==> src/rtl/stage_preif.sv <==
// Pre-fetch stage: owns the fetch PC, issues instruction SRAM reads and offers {pc, valid} to IF.
// Optional PC alignment check (address error on fetch) enabled by defining PREIF_ADEF_EN.
module stage_preif #(
  parameter logic [31:0] RESET_PC = 32'h1c000000,
  parameter int unsigned PC_STEP  = 4
) (
  input  logic        clk,
  input  logic        rst,
  input  logic        allowout,
  output logic        validout,
  output logic [31:0] output_pc,
  input  logic        br_taken,
  input  logic [31:0] br_target,
  input  logic        ex_taken,
  input  logic [31:0] ex_entry,
  output logic        inst_sram_en,
  output logic [3:0]  inst_sram_we,
  output logic [31:0] inst_sram_addr,
  output logic [31:0] inst_sram_wdata,
  output logic        output_adef
);

  localparam int unsigned PC_W = 32;
  localparam int unsigned BE_W = 4;

  logic            valid_q, valid_d;
  logic [PC_W-1:0] pc_q, pc_d;
  logic            redirect;
  logic            load;
  logic            pc_misaligned;
  logic            next_misaligned;
  logic [PC_W-1:0] nextpc;
  logic [PC_W-1:0] seq_pc;

  // Sequential successor; a misaligned PC parks until a redirect when the check is on.
  always_comb begin
    seq_pc = pc_q + PC_W'(PC_STEP);
`ifdef PREIF_ADEF_EN
    if (pc_q[1:0] != 2'b00) begin
      seq_pc = pc_q;
    end
`endif
  end

  // Next fetch address, exception beating branch beating sequential.
  always_comb begin
    redirect = ex_taken | br_taken;
    load     = ~valid_q | allowout | redirect;
    nextpc   = RESET_PC;
    if (ex_taken) begin
      nextpc = ex_entry;
    end else if (br_taken) begin
      nextpc = br_target;
    end else if (valid_q) begin
      nextpc = seq_pc;
    end
  end

`ifdef PREIF_ADEF_EN
  assign pc_misaligned   = valid_q & (pc_q[1:0] != 2'b00);
  assign next_misaligned = (nextpc[1:0] != 2'b00);
`else
  assign pc_misaligned   = 1'b0;
  assign next_misaligned = 1'b0;
`endif

  // State update only when a new PC is loaded; stalls hold pc and valid.
  always_comb begin
    pc_d    = pc_q;
    valid_d = valid_q;
    if (load) begin
      pc_d    = nextpc;
      valid_d = 1'b1;
    end
  end

  always_ff @(posedge clk or negedge rst) begin
    if (!rst) begin
      pc_q    <= RESET_PC;
      valid_q <= 1'b0;
    end else begin
      pc_q    <= pc_d;
      valid_q <= valid_d;
    end
  end

  // An offered PC is wrong-path during any redirect, so hide it from IF.
  assign validout        = valid_q & ~redirect;
  assign output_pc       = pc_q;
  assign output_adef     = pc_misaligned;
  assign inst_sram_en    = load & rst & ~next_misaligned;
  assign inst_sram_addr  = nextpc;
  assign inst_sram_we    = BE_W'(0);
  assign inst_sram_wdata = PC_W'(0);

endmodule
==> config.mk <==
export PLATFORM = sky130hd
export DESIGN_NAME = stage_preif
export DESIGN_NICKNAME = d
export VERILOG_FILES = /design/src/rtl/stage_preif.sv
export SDC_FILE = /design/constraint.sdc
export NUM_CORES = 1
export LEC_CHECK = 0
export BUFFER_PORTS_ARGS = -buffer_cell sky130_fd_sc_hd__buf_2
export CAP_MARGIN = 5
export CORE_UTILIZATION = 34
export DETAILED_ROUTE_END_ITERATION = 8
export MAX_ROUTING_LAYER = met4
export PLACE_DENSITY_LB_ADDON = 0.1
export SYNTH_ARGS = -nofsm -noshare
export SYNTH_HDL_FRONTEND = slang
export SYNTH_SLANG_ARGS = --single-unit
==> constraint.sdc <==
create_clock -name clk -period 2 [get_ports clk]
set_input_delay 0.3 -clock clk [delete_from_list [all_inputs] [get_ports clk]]
set_output_delay 0.3 -clock clk [all_outputs]
set_load 0.03 [all_outputs]
==> results.md <==
- Status: complete, but fails checks
- Failing checks: design-rule violations, negative setup slack
- Post-synthesis sequential area ratio: 0.264
- Tcrit/Tclk final: 1.13
- Crit path cell chain: nand4_4 -> buf_12 -> nor4_4 -> nand3_1 -> xor2_1 -> o21ai_2 -> buf_6
- CTS tree: done
- Mapped Cells: 398
- Final Hold Vio Count: 0
- Static Leakage: 2.40 nW
- Worst path arrival time: 1.97 ns
- Final Skew: 0.00592 ns
- Critical path required time: 1.70 ns
- CTS buffer count: 5
- Final Slew Violations: 0
- Clock transition at path regs: 0.07 ns
- Starting Density: 0.355
- I/O pin count: 172
- ANT nets after route: 0
- Area grow syn2layout: 64.4%
- Vias: 3,740
- Critical-path maximum fanout: 6
- Vias per inst: 5.24
- Top_reg_cell synth: dfrtp_1
- Pre-CTS WS: -0.0729 ns
- Placer Congestion: 0.806
- Vias in the first global route: 3,606
- Commonest non-fill, non-tap cell in the layout: buf_2
- Critical path launch point type: flip-flop
- Fin worst setup slack: -0.267 ns
- WHS: 0.0550 ns
- Num rows: 34
- RSZ-0062 raised after global routing: yes
- HP Class: input pin to async pin
- Core Box Area: 8850 µm²
- Detailed Route Iter0 Violations: 154
- Crit path kind: flip-flop to output port
- Leading cell types in the layout, fill and taps excluded: buf_2 (106), buf_4 (79), conb_1 (38)
- Fmax: 441 MHz
- Yosys cell types: 57
- Asr flop ratio synth: 1.00
- Htree depth: 2
- Power density cells: 525 nW/µm²
- Initial antenna violation count: 0
- TritonRoute pass-1 iters: 7
- FF+latch count, synth: 33
- Port bufs: 134
- Final period demand of the worst path: 2.27 ns
- Synthesis warning total: 0
- First-pass GRT wire length: 17,600 µm
- Later-pin clock latency in the skew report: 0.29 ns
- Nets: 675
- Die W: 98.1 µm
- Largest net degree at the start of global routing: 34
- Syn_area_per_cell: 7.90 µm²
- Post-synthesis instance area: 3140 µm²
- Routed WL: 11,200 µm
- GR Overflow Total: 0
- DIE AREA: 9630 µm²
- N_diodes: 0
- Final Setup Violations: 26
- Max Cap Violations: 0
- Crit end category: output port
- DP Wirelength: 8300 µm
- Slowest CP cell: dfrtp_2
- Chip height: 98.1 µm
- Critical Path Max Stage Delay: 0.39 ns
- CTS Root Cell: clkbuf_8
- Layout cells sized above 1: 0.551
- Clk sinks: 33
- Maximum vdd drop: 0.258 mV
- Avg WL per Cell: 15.7 µm
- # DRC: 11
- R2R setup slack: 0.08 ns
- CTS max path bufs: 2
- GRT Total Usage: 0.235
- Post-synth EDFFs: 0
[logic make-up after synthesis]
kind of cell	synth area share
AOI/OAI and AO/OA	0.272
and+or+nand+nor	0.231
buffers and inverters	0.132
DFF	0.264
xor gates and xnor gates	0.0669
muxes	0.0287
other	0.00239
adders and majority gates	0.00398
[cells in the mapped netlist (all sizes together), types with 5 or more instances]
| cell type | n | area (µm²) |
|---|---|---|
| or4 | 6 | 45.0 |
| a21boi | 6 | 45.0 |
| mux2 | 8 | 90.1 |
| a31oi | 6 | 37.5 |
| o21ai | 57 | 285 |
| dfrtp | 30 | 751 |
| a21oi | 20 | 100 |
| nand3 | 22 | 110 |
| nor2 | 14 | 52.6 |
| nand2b | 5 | 31.3 |
| nand4 | 13 | 126 |
| buf | 46 | 324 |
| xnor2 | 15 | 131 |
| nor4 | 7 | 80.1 |
| a22oi | 18 | 135 |
| xor2 | 9 | 78.8 |
| clkbuf | 17 | 63.8 |
| and3 | 5 | 31.3 |
| nand2 | 30 | 113 |
| nor3 | 7 | 40.0 |
| or3 | 5 | 31.3 |
| inv | 6 | 22.5 |
[flip-flops by register name (all words and copies together), names as in the netlist]
register,flops
output_pc,32
valid_q,1
[layer usage]
| layer | track usage | routed length (µm) | vias to the layer above |
|---|---|---|---|
| met4 | 0.0459 | 102 | 0 |
| li1 | - | - | 1813 |
| met5 | - | 0 | - |
| met3 | 0.0336 | 741 | 9 |
| met2 | 0.408 | 5570 | 158 |
| met1 | 0.291 | 4770 | 1760 |
[final timing paths]
check | end | cells after the start | start
max in group asynchronous | output_pc[15] | 2 | rst
hold / removal | output_pc[29] | 2 | rst
min in group clk | output_pc[0] | 3 | ex_entry[0]
hold reg to reg | output_pc[0] | 2 | output_pc[0]
setup / recovery | inst_sram_addr[20] | 7 | output_pc[5]
setup reg to reg | output_pc[29] | 7 | output_pc[3]
[worst max-delay path, delay by kind of cell (launching register included)]
kind	cells	cell delay, ns
and+or+nand+nor	3	0.69
DFF	1	0.39
buffers and inverters	2	0.31
xor gates and xnor gates	1	0.17
AOI/OAI and AO/OA	1	0.12
[metrics by stage]
stage	cell area (µm²)	instances	utilization	TNS (ns)	total power, mW
after floorplan	3490	434	-	-1.01	1.63
after global placement	4470	683	0.505	-0.0411	2.02
after detailed placement	4470	683	0.505	-0.139	2.03
after CTS	4920	705	0.556	-4.83	2.66
after global routing	5170	714	0.584	-6.89	2.85
final	5170	714	0.584	-4.35	2.71
[final cells by class]
cell class,instances,area [µm²]
Tap cell,108,135
Clock buffer,8,90.1
Sequential cell,33,852
Inverter,7,26.3
Timing Repair Buffer,227,1650
Multi-Input combinational cell,331,2420
Fill cell,830,3680
[power by group]
| part | switching (mW) | internal (mW) |
|---|---|---|
| clock | 0.257 | 0.281 |
| sequential | 0.0601 | 0.746 |
| combinational | 0.841 | 0.529 |
[timing repair]
item                       in CTS  in global routing
gates resized for setup        72                 32
buffers inserted               14                 12
cloned                          1                  0
pin swaps                      21                 24
hold buffers                    0                  0
setup endpoints to repair      28                 30
Note: power is estimated with default switching activity, not from simulation.
